[src/rtl/core_pkg.sv]
// Shared FSM state encoding and row-counter width for the output controller.
package core_pkg;
  localparam int CNT_W = 16;

  typedef enum logic [1:0] {
    IDLE,
    RUN,
    DONE
  } state_t;
endpackage

[src/rtl/outbuf.sv]
// Purpose: per-column first-word-fall-through FIFO; the head is visible while non-empty and reads 0 when empty.
// Latency: a push is visible at dout on the cycle after it is written.
// Backpressure: a push while full is dropped unless a pop happens in the same cycle.
module outbuf #(
  parameter int WIDTH = 32,
  parameter int DEPTH = 8
) (
  input  logic                     clk,
  input  logic                     rstn,
  input  logic                     push,
  input  logic                     pop,
  input  logic [WIDTH-1:0]         din,
  output logic [WIDTH-1:0]         dout,
  output logic                     empty,
  output logic                     full,
  output logic [$clog2(DEPTH):0]   count
);
  localparam int AW = $clog2(DEPTH);

  logic [AW:0]      wr_q, wr_d, rd_q, rd_d;
  logic [WIDTH-1:0] mem_q [DEPTH];
  logic [WIDTH-1:0] mem_d [DEPTH];
  logic             do_push, do_pop;

  // The pointer MSB is a wrap marker: equal low bits with differing MSBs means full.
  assign empty   = (wr_q == rd_q);
  assign full    = (wr_q[AW] != rd_q[AW]) && (wr_q[AW-1:0] == rd_q[AW-1:0]);
  assign count   = wr_q - rd_q;
  assign dout    = empty ? '0 : mem_q[rd_q[AW-1:0]];
  assign do_pop  = pop && !empty;
  assign do_push = push && (!full || do_pop);

  always_comb begin
    wr_d  = wr_q;
    rd_d  = rd_q;
    mem_d = mem_q;
    if (do_push) begin
      wr_d = wr_q + (AW+1)'(1);
      mem_d[wr_q[AW-1:0]] = din;
    end
    if (do_pop) begin
      rd_d = rd_q + (AW+1)'(1);
    end
  end

  always_ff @(posedge clk) begin
    mem_q <= mem_d;
  end

  always_ff @(posedge clk) begin
    if (!rstn) begin
      wr_q <= '0;
      rd_q <= '0;
    end else begin
      wr_q <= wr_d;
      rd_q <= rd_d;
    end
  end
endmodule

[src/rtl/core_output_ctrl.sv]
// Purpose: deskews PE-array column results into whole rows via per-column FIFOs; CORE_OUTPUT_CTRL_RELU_EN adds ReLU on dout.
// Latency: a row is presented the cycle after its last column is pushed.
// Backpressure: dout_valid/dout_ready handshake; stall asks the array to hold once any FIFO reaches DEPTH-1.
module core_output_ctrl
  import core_pkg::*;
#(
  parameter int ROWS     = 8,
  parameter int OUTWIDTH = 32,
  parameter int DEPTH    = 8
) (
  input  logic                       clk,
  input  logic                       rstn,
  input  logic                       start,
  input  logic [CNT_W-1:0]           nrows,
  input  logic signed [OUTWIDTH-1:0] psum       [0:ROWS-1],
  input  logic                       psum_valid [0:ROWS-1],
  output logic                       stall,
  output logic signed [OUTWIDTH-1:0] dout       [0:ROWS-1],
  output logic                       dout_valid,
  input  logic                       dout_ready,
  output logic                       busy,
  output logic                       done
);
  localparam int CW = $clog2(DEPTH) + 1;
  localparam logic [CW-1:0] STALL_LVL = CW'(DEPTH - 1);

  state_t            state_q, state_d;
  logic [CNT_W-1:0]  cnt_q, cnt_d, nrows_q, nrows_d, cnt_inc;
  logic              ovf_q, ovf_d;
  logic              run, pop;
  logic [ROWS-1:0]   push, empty, full;
  logic [OUTWIDTH-1:0] head  [ROWS];
  logic [CW-1:0]       count [ROWS];

  assign run        = (state_q == RUN);
  assign dout_valid = run && (empty == '0);
  assign pop        = dout_valid && dout_ready;
  assign busy       = run;
  assign done       = (state_q == DONE);
  assign cnt_inc    = cnt_q + CNT_W'(1);

  for (genvar j = 0; j < ROWS; j++) begin : g_col
    assign push[j] = run && psum_valid[j];

    outbuf #(
      .WIDTH (OUTWIDTH),
      .DEPTH (DEPTH)
    ) u_buf (
      .clk   (clk),
      .rstn  (rstn),
      .push  (push[j]),
      .pop   (pop),
      .din   (psum[j]),
      .dout  (head[j]),
      .empty (empty[j]),
      .full  (full[j]),
      .count (count[j])
    );

`ifdef CORE_OUTPUT_CTRL_RELU_EN
    assign dout[j] = head[j][OUTWIDTH-1] ? '0 : head[j];
`else
    assign dout[j] = head[j];
`endif
  end

  // Occupancy is registered inside each FIFO, so stall has no path from inputs.
  always_comb begin
    stall = 1'b0;
    for (int j = 0; j < ROWS; j++) begin
      if (count[j] >= STALL_LVL) stall = 1'b1;
    end
  end

  always_comb begin
    state_d = state_q;
    cnt_d   = cnt_q;
    nrows_d = nrows_q;
    ovf_d   = ovf_q || ((|(push & full)) && !pop);
    case (state_q)
      IDLE: begin
        if (start) begin
          if (nrows != '0) begin
            state_d = RUN;
            cnt_d   = '0;
            nrows_d = nrows;
          end else begin
            state_d = DONE;
          end
        end
      end
      RUN: begin
        if (pop) begin
          cnt_d = cnt_inc;
          if (cnt_inc == nrows_q) state_d = DONE;
        end
      end
      DONE:    state_d = IDLE;
      default: state_d = IDLE;
    endcase
  end

  always_ff @(posedge clk) begin
    if (!rstn) begin
      state_q <= IDLE;
      cnt_q   <= '0;
      nrows_q <= '0;
      ovf_q   <= 1'b0;
    end else begin
      state_q <= state_d;
      cnt_q   <= cnt_d;
      nrows_q <= nrows_d;
      ovf_q   <= ovf_d;
    end
  end
endmodule

[config.mk]
export PLATFORM = sky130hd
export DESIGN_NAME = core_output_ctrl
export DESIGN_NICKNAME = d
export VERILOG_FILES = /design/src/rtl/core_pkg.sv /design/src/rtl/outbuf.sv /design/src/rtl/core_output_ctrl.sv
export SDC_FILE = /design/constraint.sdc
export NUM_CORES = 2
export LEC_CHECK = 0
export BUFFER_PORTS_ARGS = -buffer_cell sky130_fd_sc_hd__buf_2
export CAP_MARGIN = 10
export CORE_MARGIN = 2
export CORE_UTILIZATION = 54
export DETAILED_ROUTE_END_ITERATION = 6
export PLACE_DENSITY = 0.72
export SLEW_MARGIN = 20
export SYNTH_ARGS = -nofsm -noshare
export SYNTH_HDL_FRONTEND = slang
export SYNTH_SLANG_ARGS = --single-unit
[constraint.sdc]
create_clock -name clk -period 6.49 [get_ports clk]
set_input_delay 0.9735 -clock clk [delete_from_list [all_inputs] [get_ports clk]]
set_output_delay 0.9735 -clock clk [all_outputs]
set_load 0.03 [all_outputs]
* Yosys cells after proc, flatten, opt, wreduce, memory -nomap -nowiden
Index checks and enable logic that the tools add are counted.
** Cells by class
- Bitwise operators :: 16
- Div/mod/pow operators :: 0
- Reduce and logical (&&, ||, !) cells :: 73
- $mul :: 0
- Shifts and indexed selects :: 0
- Equal/unequal tests :: 31
- Magnitude comparators :: 32
- Add/sub/neg operators :: 25
- Multiplexer cells :: 73
** Operators with widths (number)
- $bwmux W256 :: 8
- $mux W32 :: 32
- $bmux W32 S3 :: 8
- $demux W32 S3 :: 8
- $add A4 B1 Y4 const B :: 16
- $ge A4 B4 Y1 const B :: 16
- $not A3 Y4 :: 16
- $mux W16 :: 3
- $logic_and A1 B1 Y1 :: 42
- $eq A4 B4 Y1 :: 8
- $ge A4 B3 Y1 const B :: 8
- $lt A4 B1 Y1 const B :: 8
- $pmux W16 S2 :: 1
- $sub A4 B4 Y4 :: 8
- $eq A3 B3 Y1 :: 8
- $add A16 B1 Y16 const B :: 1
- $eq A16 B16 Y1 :: 1
- $logic_not A1 Y1 :: 16
- $reduce_bool A16 Y1 :: 1
- $logic_not A8 Y1 :: 1
- $logic_or A1 B1 Y1 :: 8
- $mux W1 :: 8
- $mux W2 :: 4
- $ne A1 B1 Y1 :: 8
- other kinds (9) :: 12
** Word-level totals
- Input port bits :: 284
- Bits in latches :: 0
- Word-level logic and storage cells :: 333
- Memories :: 0
- Memory bits (writable) :: 0
- Memory bits (read-only) :: 0
- Register bits after elaboration :: 2146

* Logic depth before layout (Yosys ltp)
- Depth in word-level cells :: 10
- Depth in mapped cells :: 12
- Gate-level depth less buffers :: 9

* Cells and area by module
From an unflattened synthesis, not the netlist that was laid out.
** Unflattened totals
- Cells, all modules :: 3839
- Area, all modules :: 83194.8 µm²
** By module, submodules not included
- outbuf (g_col[2].u_buf ...) :: area an instance 10137.2 µm², times used 6, sequential area each 7847.5 µm², cells each 447
- outbuf (g_col[0].u_buf ...) :: area an instance 10126.0 µm², times used 2, sequential area each 7847.5 µm², cells each 447
- core_output_ctrl :: area an instance 2119.5 µm², times used 1, sequential area each 680.7 µm², cells each 263

* Worst setup path after synthesis
OpenSTA, ideal clock, no wires.
- Path type :: register to register
- Start point :: register g_col[3].u_buf.rd_q[1]
- End point :: register g_col[0].u_buf.mem_q[128] (netlist bit), enable pin
- Data required time :: 5.977 ns
- Stages on the path, launching flop included :: 11
- Buffers on the path :: 3
- Path slack :: 0.075 ns
- Data arrival time :: 5.901 ns
- Library setup time :: 0.513 ns
- Clock period less this slack :: 6.415 ns
- Cell sequence :: dfxtp_1 > buf_1 > clkbuf_1 > inv_1 > ha_1 > nand3_1 > nor2_1 > nor4_4 > buf_2 > a21oi_2 > nor4b_1
** On the way
- Longest elaborated chain between the ends :: 7
** RTL lines
- from (decl) :: RTL line outbuf.sv:20 : logic [AW:0] wr_q, wr_d, rd_q, rd_d;
- from (signal assigned) :: RTL line outbuf.sv:56 : rd_q <= rd_d;
- $eq A4 B4 Y1 :: RTL line outbuf.sv:26 : assign empty = (wr_q == rd_q);
- $logic_not A8 Y1 :: RTL line core_output_ctrl.sv:36 : assign dout_valid = run && (empty == '0);
- $logic_and A1 B1 Y1 :: RTL line core_output_ctrl.sv:36
- $logic_and A1 B1 Y1 :: RTL line core_output_ctrl.sv:37 : assign pop = dout_valid && dout_ready;
- $logic_and A1 B1 Y1 :: RTL line outbuf.sv:30 : assign do_pop = pop && !empty;
- $logic_or A1 B1 Y1 :: RTL line outbuf.sv:31 : assign do_push = push && (!full || do_pop);
- $logic_and A1 B1 Y1 :: RTL line outbuf.sv:31
- to (signal assigned) :: RTL line outbuf.sv:47 : mem_q <= mem_d;
- to (decl) :: RTL line outbuf.sv:21 : logic [WIDTH-1:0] mem_q [DEPTH];
No other way between the ends.
A chain may end at the register's enable or synchronous reset.

* Final worst setup path
- Start point :: register g_col[7].u_buf.rd_q[2]
- End point :: output port dout_valid
** On the way
- Longest elaborated chain between the ends :: 3
** RTL lines
- from (decl) :: RTL line outbuf.sv:20
- from (signal assigned) :: RTL line outbuf.sv:56
- $eq A4 B4 Y1 :: RTL line outbuf.sv:26
- $logic_not A8 Y1 :: RTL line core_output_ctrl.sv:36
- $logic_and A1 B1 Y1 :: RTL line core_output_ctrl.sv:36
- to (decl) :: RTL line core_output_ctrl.sv:19 : output logic dout_valid,
No other way between the ends.

==> key figures <==
Timing
  • WHS: 405 ps
  • Setup TNS: 0 ps
  • Tmin final: 5680 ps
  • Max Slew Vio Count: 0
  • Worst-margin pin slew: 1200 ps
  • Slew margin rel.: 19.0%
  • Final hold vios: 0
  • Endpoints failing setup: 0
  • Max Fclk: 0.176 GHz
  • Skew final: 51.6 ps
  • Final period util: 87.5%
  • RSZ-0062 raised after global routing: no
  • Final Worst Setup Slack: 813 ps

Place
  • Post-DP HPWL: 107,000 um
  • Placed cells: 6,748
  • Post-DP Area: 88,900 um^2
  • Global placer's final weighted congestion: 0.797
  • I/O Buffers: 543
  • Worst slack at placement: 1780 ps

Logic synthesis
  • Largest family of logic cells by synthesized area: multiplexers
  • Syn Area/Cell: 19.4 um^2
  • Post-synth EDFFs: 2,048
  • Synthesized Nets: 4,641
  • Sequential area share after synthesis: 76.1%
  • Post-Synth Adder-Cell Area: 0.807%
  • Synthesized instance count: 4,308
  • Post-synthesis mux area share: 14.2%
  • Synth Area in Simple Gates: 4.35%
  • Yosys warns: 0
  • Seq cells post-synth: 2,146
  • Synth Flop Type: edfxtp_1
  • Ys async rst share: 0%
  • Xor/xnor share of the synthesized area: 0.756%
  • Yosys cell types: 56
  • Synthesized area: 83,400 um^2
  • Area share of the largest cell type after synthesis: 73.7%
  • Leading area contributor after synthesis: edfxtp_1
  • Compound-cell area share of the yosys netlist: 2.45%
  • Largest cells by area after synthesis: edfxtp_1 74%, mux4_2 14%, nand2_1 2.6%

Clock tree
  • CTS Buf Count: 207
  • H-Tree Depth: 4
  • Worst skew pair latency: 840 ps
  • Worst-path clk slew: 60 ps
  • Clock tree sinks: 2,146
  • # hold bufs at CTS: 0
  • Root buf cell: clkbuf_16
  • Post-CTS sizing: 0
  • Post CTS Setup Buffer Count: 0
  • CTS max path bufs: 3
  • TritonCTS clock tree: done

Detailed routing
  • Initial DRT Pass Iterations: 5
  • Remaining antenna violation count: 0
  • Via/cell ratio: 5.87
  • DRC viols: 0
  • Iteration-0 DRC Markers: 3,633
  • Vias post-DR: 42,200
  • Detailed Route WL: 184,000 um
  • Wirelength per Cell: 25.5 um

Floorplan
  • Die Ht: 397 um
  • Die width: 397 um
  • IO Pins: 544
  • Core outline area: 154,000 um^2
  • Die area: 158,000 um^2
  • Row count: 144
  • Initial Util: 54.3%

GRT
  • Global-route congestion overflow total: 0
  • Initial antenna violation count: 75
  • GRT Overall Usage: 23.2%
  • Largest net degree at the start of global routing: 69
  • First-pass GRT wire length: 272,000 um
  • Number of global-route vias before repair: 43,000

Setup path
  • R2R Setup Slk: 1910 ps
  • WP data arrival: 4700 ps
  • CP startpoint kind: flop
  • Crit path max fanout: 34
  • Worst Setup End Kind: primary output
  • CP Class: reg2out
  • CP required: 5520 ps

Final layout
  • Commonest non-fill, non-tap cell in the layout: edfxtp_1
  • Layout area overhead: 15.2%
  • Final non-filler cell total: 7,188
  • Layout cells sized above 1: 30.1%
  • Filler instances: 10,500
  • Layout Nets: 5,269
  • Final Instance Area: 96,100 um^2
  • Commonest cells after routing, fill and taps aside: 2,048 x edfxtp_1, 578 x nand2_1, 543 x buf_2
  • Final Util: 62.5%

Outcome
  • Outcome: finished, final reports clean

Power
  • Power density cells: 288 nW/um^2
  • Worst VDD drop: 323 uV
  • Power, Total: 27.7 mW
  • Leakage power: 31.4 nW

Min path
  • Hold WC Path Type: in2reg

Flow run
  • Max_cap viols: 0
==> report_power, final <==
part / internal [mW] / switching, mW / total [mW]
combinational: 0.247 / 0.658 / 0.905
sequential: 15.3 / 0.0312 / 15.3
clock: 6.44 / 5.02 / 11.5
total: 21.9 / 5.71 / 27.7
==> final timing paths <==
check,startpoint,end,depth (start not counted)
max,g_col[7].u_buf.rd_q[2],dout_valid,10
min,psum[132],g_col[3].u_buf.mem_q[228],1
max reg2reg,g_col[7].u_buf.rd_q[2],g_col[2].u_buf.mem_q[191],12
min reg2reg,g_col[2].u_buf.wr_q[3],g_col[2].u_buf.wr_q[3],2
==> registers in the layout, summed over array words and instances (netlist names) <==
signal / flops
g_col.u_buf.rd_q: 32
state_q: 2
g_col.u_buf.mem_q: 2048
g_col.u_buf.wr_q: 32
nrows_q: 16
cnt_q: 16
==> cells in the mapped netlist, drive strengths merged (3+ instances only) <==
cell type and count:
a211oi 4, a21o 8, a21oi 310, a311oi 9, a31oi 5, a41oi 6
and2 10, and3 11, and4 6, buf 107, clkbuf 121, clkinv 10
dfxtp 98, edfxtp 2048, fa 8, ha 41, inv 39, mux2i 33
mux4 512, nand2 578, nand2b 29, nand3 39, nand4 6, nor2 81
nor3 34, nor3b 8, nor4 19, nor4b 3, o211a 3, o21a 5
o21ai 14, or2 6, or3 8, xnor2 46, xor2 26
==> area by class of cell <==
class	instances	area (um^2)	share of cell area, %
repair buffers	647	3950	4.12
diodes	42	105	0.109
inverters	49	185	0.193
well taps	2044	2560	2.66
flip-flops and latches	2146	63500	66.1
multi-input cells	1885	19300	20.1
clock buffers	263	5480	5.70
clock inverters	112	993	1.03
==> cells by family (layout without fill, tap and decap cells) <==
logic type | after synthesis | after routing
AO/OA/AOI/OAI | 375 | 375
XOR/XNOR | 72 | 72
adder cells (fa/ha/maj) | 49 | 49
buffers and inverters | 277 | 1071
flip-flops | 2146 | 2146
multiplexers | 545 | 545
other | 0 | 42
AND/OR/NAND/NOR | 844 | 844
==> worst max-delay path, cell delays in order (launching register included) <==
cell      delay [ps]
dfxtp_1          310
buf_4            400
clkinv_1         120
buf_4            290
ha_1             410
nand3_1          150
nor2_4            50
nor4_4           530
buf_12           240
nor4b_1          970
buf_2            360
==> metal layers <==
metal / global-route usage, % / wire length (um) / share of wire [%]
met1: 32.2 / 73600 / 40
met2: 36.8 / 89100 / 49
met3: 5.80 / 15300 / 8.3
met4: 7.20 / 5090 / 2.8
met5: 0 / 472 / 0.26
No activity file was read; power rests on OpenSTA's default activity.
